[config.mk]
export PLATFORM = sky130hd
export DESIGN_NAME = fb_port_arbiter_flat
export DESIGN_NICKNAME = d
export VERILOG_FILES = /design/src/rtl/fb_port_arbiter_if.sv /design/src/rtl/fb_port_arbiter.sv /design/src/flat_wrapper.sv
export SDC_FILE = /design/constraint.sdc
export NUM_CORES = 1
export LEC_CHECK = 0
export CORE_ASPECT_RATIO = 0.75
export CORE_MARGIN = 2
export CORE_UTILIZATION = 35
export CTS_CLUSTER_SIZE = 14
export DETAILED_ROUTE_END_ITERATION = 8
export GPL_ROUTABILITY_DRIVEN = 0
export PLACE_DENSITY = 0.75
export SYNTH_ARGS = -nofsm -noshare
export SYNTH_HDL_FRONTEND = slang
export SYNTH_SLANG_ARGS = --single-unit
[constraint.sdc]
create_clock -name CLK -period 1.9 [get_ports CLK]
set_clock_uncertainty 0.15 [all_clocks]
set_input_delay 0.19 -clock CLK [delete_from_list [all_inputs] [get_ports CLK]]
set_output_delay 0.19 -clock CLK [all_outputs]
set_load 0.03 [all_outputs]
[src/rtl/fb_port_arbiter_if.sv]
// Port A sharing bus: CPU access channel, fill control and frame buffer Port A pins.
// slave = arbiter side, master = CPU / fill controller / frame buffer side.
interface fb_port_arbiter_if #(
    parameter int ADDR_W = 15,
    parameter int DATA_W = 8
);
    logic              CPU_REQ;
    logic              CPU_WE;
    logic [ADDR_W-1:0] CPU_ADDR;
    logic [DATA_W-1:0] CPU_WDATA;
    logic              CPU_ACK;
    logic [DATA_W-1:0] CPU_RDATA;
    logic              CPU_RVALID;
    logic              FILL_START;
    logic [DATA_W-1:0] FILL_VALUE;
    logic              FILL_BUSY;
    logic              FILL_DONE;
    logic [ADDR_W-1:0] FB_ADDR;
    logic [DATA_W-1:0] FB_WDATA;
    logic              FB_WE;
    logic [DATA_W-1:0] FB_RDATA;

    modport slave (
        input  CPU_REQ, CPU_WE, CPU_ADDR, CPU_WDATA, FILL_START, FILL_VALUE, FB_RDATA,
        output CPU_ACK, CPU_RDATA, CPU_RVALID, FILL_BUSY, FILL_DONE, FB_ADDR, FB_WDATA, FB_WE
    );

    modport master (
        output CPU_REQ, CPU_WE, CPU_ADDR, CPU_WDATA, FILL_START, FILL_VALUE, FB_RDATA,
        input  CPU_ACK, CPU_RDATA, CPU_RVALID, FILL_BUSY, FILL_DONE, FB_ADDR, FB_WDATA, FB_WE
    );
endinterface

[src/rtl/fb_port_arbiter.sv]
// Frame buffer Port A arbiter: CPU single accesses share the port with a
// whole-buffer fill engine; the CPU wins except when the fill has starved too long.
module fb_port_arbiter #(
    parameter int ADDR_W       = 15,
    parameter int DATA_W       = 8,
    parameter int DEPTH        = 32768,
    parameter int STARVE_LIMIT = 4
) (
    input  logic                 CLK,
    input  logic                 RESET,
    fb_port_arbiter_if.slave     bus
);
    localparam int SC_W = $clog2(STARVE_LIMIT + 1);

    typedef enum logic [1:0] {S_IDLE, S_FILL, S_DONE} state_t;

    state_t            r_state, w_state_nxt;
    logic [ADDR_W-1:0] r_fill_cnt;
    logic [DATA_W-1:0] r_fill_val;
    logic [SC_W-1:0]   r_stall_cnt;
    logic              r_rvalid;

    logic w_fill_req, w_force, w_grant_cpu, w_grant_fill, w_last;

    // Grants are masked during RESET so an aborted fill leaves no stray write.
    assign w_fill_req   = (r_state == S_FILL);
    assign w_force      = w_fill_req && (r_stall_cnt == SC_W'(STARVE_LIMIT));
    assign w_grant_cpu  = bus.CPU_REQ && !w_force && !RESET;
    assign w_grant_fill = w_fill_req && !w_grant_cpu && !RESET;
    assign w_last       = (r_fill_cnt == ADDR_W'(DEPTH - 1));

    always_ff @(posedge CLK) begin
        if (RESET) r_state <= S_IDLE;
        else       r_state <= w_state_nxt;
    end

    always_comb begin
        w_state_nxt   = r_state;
        bus.CPU_ACK   = 1'b0;
        bus.FB_WE     = 1'b0;
        bus.FB_ADDR   = '0;
        bus.FB_WDATA  = '0;
        bus.FILL_BUSY = (r_state == S_FILL);
        bus.FILL_DONE = (r_state == S_DONE);
        bus.CPU_RVALID = r_rvalid;
        bus.CPU_RDATA  = r_rvalid ? bus.FB_RDATA : '0;

        case (r_state)
            S_IDLE:  if (bus.FILL_START) w_state_nxt = S_FILL;
            S_FILL:  if (w_grant_fill && w_last) w_state_nxt = S_DONE;
            S_DONE:  w_state_nxt = S_IDLE;
            default: w_state_nxt = S_IDLE;
        endcase

        if (w_grant_cpu) begin
            bus.CPU_ACK  = 1'b1;
            bus.FB_WE    = bus.CPU_WE;
            bus.FB_ADDR  = bus.CPU_ADDR;
            bus.FB_WDATA = bus.CPU_WDATA;
        end else if (w_grant_fill) begin
            bus.FB_WE    = 1'b1;
            bus.FB_ADDR  = r_fill_cnt;
            bus.FB_WDATA = r_fill_val;
        end
    end

    always_ff @(posedge CLK) begin
        if (RESET) begin
            r_fill_cnt  <= '0;
            r_fill_val  <= '0;
            r_stall_cnt <= '0;
            r_rvalid    <= 1'b0;
        end else begin
            if (r_state == S_IDLE && bus.FILL_START) begin
                r_fill_val <= bus.FILL_VALUE;
                r_fill_cnt <= '0;
            end else if (w_grant_fill) begin
                r_fill_cnt <= w_last ? '0 : r_fill_cnt + ADDR_W'(1);
            end

            if (w_grant_fill || !w_fill_req) r_stall_cnt <= '0;
            else if (w_grant_cpu)            r_stall_cnt <= r_stall_cnt + SC_W'(1);

            r_rvalid <= w_grant_cpu && !bus.CPU_WE;
        end
    end
endmodule
[src/flat_wrapper.sv]
// flat-port wrapper written by rule: the top's interface ports become plain ports
module fb_port_arbiter_flat 
#(
    parameter int ADDR_W       = 15,
    parameter int DATA_W       = 8,
    parameter int DEPTH        = 32768,
    parameter int STARVE_LIMIT = 4
)
  (CLK, RESET, bus_CPU_REQ, bus_CPU_WE, bus_CPU_ADDR, bus_CPU_WDATA, bus_FILL_START, bus_FILL_VALUE, bus_FB_RDATA, bus_CPU_ACK, bus_CPU_RDATA, bus_CPU_RVALID, bus_FILL_BUSY, bus_FILL_DONE, bus_FB_ADDR, bus_FB_WDATA, bus_FB_WE);
  fb_port_arbiter_if #(.ADDR_W(ADDR_W), .DATA_W(DATA_W)) bus_i ();
  input  logic CLK;
  input  logic RESET;
  input wire logic [$bits(bus_i.CPU_REQ)-1:0] bus_CPU_REQ;
  input wire logic [$bits(bus_i.CPU_WE)-1:0] bus_CPU_WE;
  input wire logic [$bits(bus_i.CPU_ADDR)-1:0] bus_CPU_ADDR;
  input wire logic [$bits(bus_i.CPU_WDATA)-1:0] bus_CPU_WDATA;
  input wire logic [$bits(bus_i.FILL_START)-1:0] bus_FILL_START;
  input wire logic [$bits(bus_i.FILL_VALUE)-1:0] bus_FILL_VALUE;
  input wire logic [$bits(bus_i.FB_RDATA)-1:0] bus_FB_RDATA;
  output wire logic [$bits(bus_i.CPU_ACK)-1:0] bus_CPU_ACK;
  output wire logic [$bits(bus_i.CPU_RDATA)-1:0] bus_CPU_RDATA;
  output wire logic [$bits(bus_i.CPU_RVALID)-1:0] bus_CPU_RVALID;
  output wire logic [$bits(bus_i.FILL_BUSY)-1:0] bus_FILL_BUSY;
  output wire logic [$bits(bus_i.FILL_DONE)-1:0] bus_FILL_DONE;
  output wire logic [$bits(bus_i.FB_ADDR)-1:0] bus_FB_ADDR;
  output wire logic [$bits(bus_i.FB_WDATA)-1:0] bus_FB_WDATA;
  output wire logic [$bits(bus_i.FB_WE)-1:0] bus_FB_WE;
  assign bus_i.CPU_REQ = bus_CPU_REQ;
  assign bus_i.CPU_WE = bus_CPU_WE;
  assign bus_i.CPU_ADDR = bus_CPU_ADDR;
  assign bus_i.CPU_WDATA = bus_CPU_WDATA;
  assign bus_i.FILL_START = bus_FILL_START;
  assign bus_i.FILL_VALUE = bus_FILL_VALUE;
  assign bus_i.FB_RDATA = bus_FB_RDATA;
  assign bus_CPU_ACK = bus_i.CPU_ACK;
  assign bus_CPU_RDATA = bus_i.CPU_RDATA;
  assign bus_CPU_RVALID = bus_i.CPU_RVALID;
  assign bus_FILL_BUSY = bus_i.FILL_BUSY;
  assign bus_FILL_DONE = bus_i.FILL_DONE;
  assign bus_FB_ADDR = bus_i.FB_ADDR;
  assign bus_FB_WDATA = bus_i.FB_WDATA;
  assign bus_FB_WE = bus_i.FB_WE;
  fb_port_arbiter #(.ADDR_W(ADDR_W), .DATA_W(DATA_W), .DEPTH(DEPTH), .STARVE_LIMIT(STARVE_LIMIT)) u_core (.CLK(CLK), .RESET(RESET), .bus(bus_i));
endmodule
---- Yosys cells after proc, flatten, opt, wreduce, memory -nomap -nowiden ----
Cells that the tools add are included.
Widths: inputs -> output; s select.
word-level totals
  bits in registers ....................... 29
  input bits .............................. 44
  output and inout port bits .............. 36
cells by class
  add/subtract/negate cells ............... 2
  reductions and logical operators ........ 18
  mux-type cells .......................... 12
  eq/ne operators ......................... 6
operator list
  cell                   count
  $mux 15                3
  $mux 8                 3
  $add 15x1->15 const B  1
  $eq 15x15->1 const B   1
  $logic_and 1x1->1      8
  $logic_not 1->1        5
  $mux 2                 2
  $ne 2x2->1 const B     2
  $pmux 2 s2             1
  $reduce_or 2->1        2
  $add 3x1->3 const B    1
  $eq 3x3->1 const B     1
  $mux 1                 3
  $eq 2x1->1 const B     1
  $eq 2x2->1 const B     1
  $logic_not 2->1        1
  $reduce_and 2->1       1
  $logic_or 1x1->1       1

---- Depth between registers and ports, before layout ----
  depth after elaboration ................. 11
  mapped depth ............................ 8
  gate-level depth less buffers ........... 6

---- Least setup slack after synthesis ----
Ideal clock, no wire load.
  path kind ............................... register to output
  from .................................... register u_core.r_state[0]
  to ...................................... output port bus_FB_WE
  setup slack ............................. -572 ps
  arrival ................................. 2132 ps
  path buffers ............................ 0
  cell stages (with the launch flop) ...... 5
  cell sequence ........................... dfxtp_1 > nor2b_1 > a311oi_2 > nor2b_1 > nor3_1
between the ends
  word-level cells in the longest chain between the ends .. 10
ends and longest elaborated chain
  element                         RTL line               text
  start, declared                 fb_port_arbiter.sv:17  state_t r_state, w_state_nxt;
  start signal, assigned          fb_port_arbiter.sv:34  else r_state <= w_state_nxt;
  $eq 2x1->1 *                    --
  named net bus_FILL_BUSY         flat_wrapper.sv:23     output wire logic [$bits(bus_i.FILL_BUSY)-1:0] bus_FILL_BUSY;
  $logic_and 1x1->1               fb_port_arbiter.sv:27  assign w_force = w_fill_req && (r_stall_cnt == SC_W'(STARVE_LIMIT));
  $logic_not 1->1                 fb_port_arbiter.sv:28  assign w_grant_cpu = bus.CPU_REQ && !w_force && !RESET;
  $logic_and 1x1->1 (2 in a row)  fb_port_arbiter.sv:28
  $logic_not 1->1                 fb_port_arbiter.sv:29  assign w_grant_fill = w_fill_req && !w_grant_cpu && !RESET;
  $logic_and 1x1->1 (2 in a row)  fb_port_arbiter.sv:29
  $mux 1                          fb_port_arbiter.sv:60  end else if (w_grant_fill) begin
  $mux 1 *                        fb_port_arbiter.sv:55  if (w_grant_cpu) begin
  end, declared                   flat_wrapper.sv:27     output wire logic [$bits(bus_i.FB_WE)-1:0] bus_FB_WE;
The timed path passes the listed nets; every way through them passes the cells marked *.

---- Worst setup path after layout ----
  from .................................... register u_core.r_stall_cnt[0]
  to ...................................... output port bus_FB_ADDR[3]
between the ends
  word-level cells in the longest chain between the ends .. 10
ends and longest elaborated chain
  element                           RTL line               text
  start, declared                   fb_port_arbiter.sv:20  logic [SC_W-1:0] r_stall_cnt;
  start signal, assigned            fb_port_arbiter.sv:82  else if (w_grant_cpu) r_stall_cnt <= r_stall_cnt + SC_W'(1);
  $eq 3x3->1 *                      fb_port_arbiter.sv:27
  $logic_and 1x1->1 *               fb_port_arbiter.sv:27
  $logic_not 1->1 *                 fb_port_arbiter.sv:28
  $logic_and 1x1->1 * (2 in a row)  fb_port_arbiter.sv:28
  $logic_not 1->1                   fb_port_arbiter.sv:29
  $logic_and 1x1->1 (2 in a row)    fb_port_arbiter.sv:29
  $mux 15                           fb_port_arbiter.sv:60
  $mux 15 *                         fb_port_arbiter.sv:55
  end, declared                     flat_wrapper.sv:25     output wire logic [$bits(bus_i.FB_ADDR)-1:0] bus_FB_ADDR;
Mark *: on every way between the ends. The rest lies on a longest branch, timed or not.

==> flow_summary.toml <==
[yosys]
synth_cells = 171
yosysMostFrequentCell = "a22o_1"
avgSynthCellArea_sq_um = 9.04
yosysTopAreaCell = "dfxtp_1"
synth.distinct_cells = 35
ys_seq_area_share_pct = 37.6
synth-adder-area-share_pct = 2.43
syn-cell-area_sq_um = 1550
synth_edf_count = 0
ys_seq_elements = 29
async_flop_share_pct = 0
synth.area.top_cells = "dfxtp_1 38%, a22o_1 17%, and2_1 4.5%"
synth_common_cells = "30 x a22o_1, 29 x dfxtp_1, 11 x and2_1, 11 x nand2_1, 10 x nor2_1"
synthXorXnorAreaFrac_pct = 3.40
synth_top_family_by_area = "simple AND/OR/NAND/NOR gates"
synth_ff_type = "dfxtp_1"
ys_warn_count = 0
synth_top_area_share_pct = 37.6
yosys-mux-area-fraction_pct = 0
synthSimpleGateAreaFrac_pct = 26.7
syn_nets = 218
synth-compound-area-share_pct = 25.7

[clock_tree]
numClockSinks = 29
path_clk_slew_ns = 0.07
clk_path_buf_depth = 2
cts_root_buffer = "clkbuf_8"
clk_latency_ns = 0.29
cts_tree = "built"
htree_levels = 2
numCtsBuffers = 5

[routing]
post-route-drc-count = 0
highest_layer = "met4"
wl_met1_um = 2270
first_pass_iters = 4
vias_per_cell = 5.33
wl_met2_um = 2600
drt_iter0_markers = 130
ant_nets = 0
wl_per_cell_um = 16.6
routed_wl_um = 5580
via_count = 1792
wl_met3_um = 628

[run_status]
violations = "setup timing"
status = "complete, but fails checks"

[pwr]
total_power_mw = 1.68
powerDensity_nw_per_um2 = 542
peakVddDrop_uv = 504
p_leak_nw = 1.42

[sta]
hold_viol = 0
setup_viol = 25
setup_slack_ns = -0.226
grt_setup_unrepaired = "true"
finalCritPeriodShare_pct = 112
max_freq_mhz = 470
period_needed_ns = 2.13
worstMarginPinSlew_ns = 0.351
slew_headroom_pct = 76.6
slew_violations = 0

[hold_path]
min_path_type = "in -> reg"

[critical_path]
crit_top_cell = "buf_6"
required_ns = 1.56
endpoint_kind = "primary output"
cp_cell_sequence = "inv_2 > ha_4 > a311oi_4 > buf_6 > buf_12 > buf_16 > a22o_4 > buf_6"
crit_family = "buffers and inverters"
cp_max_fo = 7
setup.worst_path.class = "reg -> out"
crit_slowest_cell = "dfxtp_2"
crit_arrival_ns = 1.79
startpoint_type = "flip-flop"
path_buf_inv = 5
max_stage_delay_ns = 0.34

[floorplan]
fp.dieH_um = 61.5
core.rowCount = 20
initial_utilization_pct = 37.2
core_area_sq_um = 4150
fp.dieArea_sq_um = 4970
die_w_um = 80.7
num_io_pins = 80

[finish]
area_delta_synth_final_pct = 101
final_core_util_pct = 74.7
diodes = 0
drive_gt1_share_pct = 37.7
nNetsFinal = 327

[grt]
grt_max_degree = 14
antenna_found_initial = 0
grt_pass1_vias = 1738
overflow = 0
grt_pass1_wl_um = 8580
grt_usage_pct = 23.4

[job]
cap_violations = 0

[placement]
hpwl_um = 3470
portBuffers = 79
## cell families (layout without fill, tap and decap cells)
kind of cell | Yosys count | count (layout)
AND/OR/NAND/NOR | 68 | 68
AO/OA/AOI/OAI | 52 | 52
flip-flops | 29 | 29
buffers and inverters | 13 | 123
XOR/XNOR | 6 | 6
adder cells (fa/ha/maj) | 3 | 3
## placed cells by master (no fill, tap or decap), types with 3 or more instances in the layout
master / count
clkdlybuf4s50_1: 43
dfxtp_1: 27
buf_6: 26
buf_12: 4
a21oi_1: 7
nor2_1: 10
nand4_1: 5
and3_1: 3
o31ai_1: 3
and2_1: 11
or3_1: 4
a22o_4: 20
dlygate4sd2_1: 3
nand2_1: 10
dlymetal6s2s_1: 8
or4_1: 3
a22o_1: 10
o21ai_0: 5
xor2_1: 5
nand3_1: 4
buf_4: 24
clkbuf_8: 7
## flip-flops by register name, indices dropped and copies added (netlist names)
signal	flops
u_core.bus.CPU_RVALID	1
u_core.r_fill_cnt	15
u_core.r_fill_val	8
u_core.r_stall_cnt	3
u_core.r_state	2
## worst register-to-register path: stages (launching register included)
cell	delay, ns
dfxtp_1	0.34
buf_4	0.16
nor3b_4	0.24
buf_6	0.16
nand4_4	0.11
or4_1	0.49
a21oi_1	0.17
## final timing paths
kind / startpoint / to / slack [ns] / depth (start not counted)
hold reg to reg: u_core.r_fill_val[7] / u_core.r_fill_val[7] / 0.35 / 1
hold / removal: bus_FILL_VALUE[2] / u_core.r_fill_val[2] / 0.33 / 2
setup / recovery: u_core.r_stall_cnt[0] / bus_FB_ADDR[3] / -0.23 / 8
setup reg to reg: u_core.r_state[1] / u_core.r_fill_cnt[13] / 0 / 6
## where the power goes
group	internal, mW	switching [mW]	total (mW)
Clock	0.327	0.254	0.581
Combinational	0.260	0.201	0.461
Sequential	0.625	0.0129	0.638
Total	1.21	0.468	1.68
## area by class of cell
class                   instances  area (sq um)
repair buffers                111          1180
multi-input cells             129          1150
fillers                       289          1050
flip-flops and latches         29           583
clock buffers                   7          96.3
well taps                      55          68.8
inverters                       4          15.0
clock inverters                 1          5.00
## through the flow
step	std cells	setup slack (ns)	TNS, ns	area (sq um)	hold WS (ns)
global route	336	-0.293	-6.21	3100	0.347
CTS	336	-0.241	-4.98	3100	0.335
global placement	319	-0.295	-8.47	2700	0.326
floorplan	171	-0.0344	-0.0804	1780	0.132
finish	336	-0.226	-4.38	3100	0.333
detailed placement	319	-0.346	-9.17	2700	0.327
## routing by layer
metal / GRT usage, % / vias to the layer above
li1: - / 864
met3: 9.68 / 10
met4: 6.78 / 0
met1: 26.7 / 825
met2: 41.2 / 93
met5: 0 / -
## repair_timing
item,in CTS,in global routing
endpoints found under the setup margin,28,43
hold buffers,0,0
cloned,3,0
buffers inserted,6,2
pin swaps,24,3
resized for setup,50,17
Note: power is estimated with default switching activity, not from simulation.
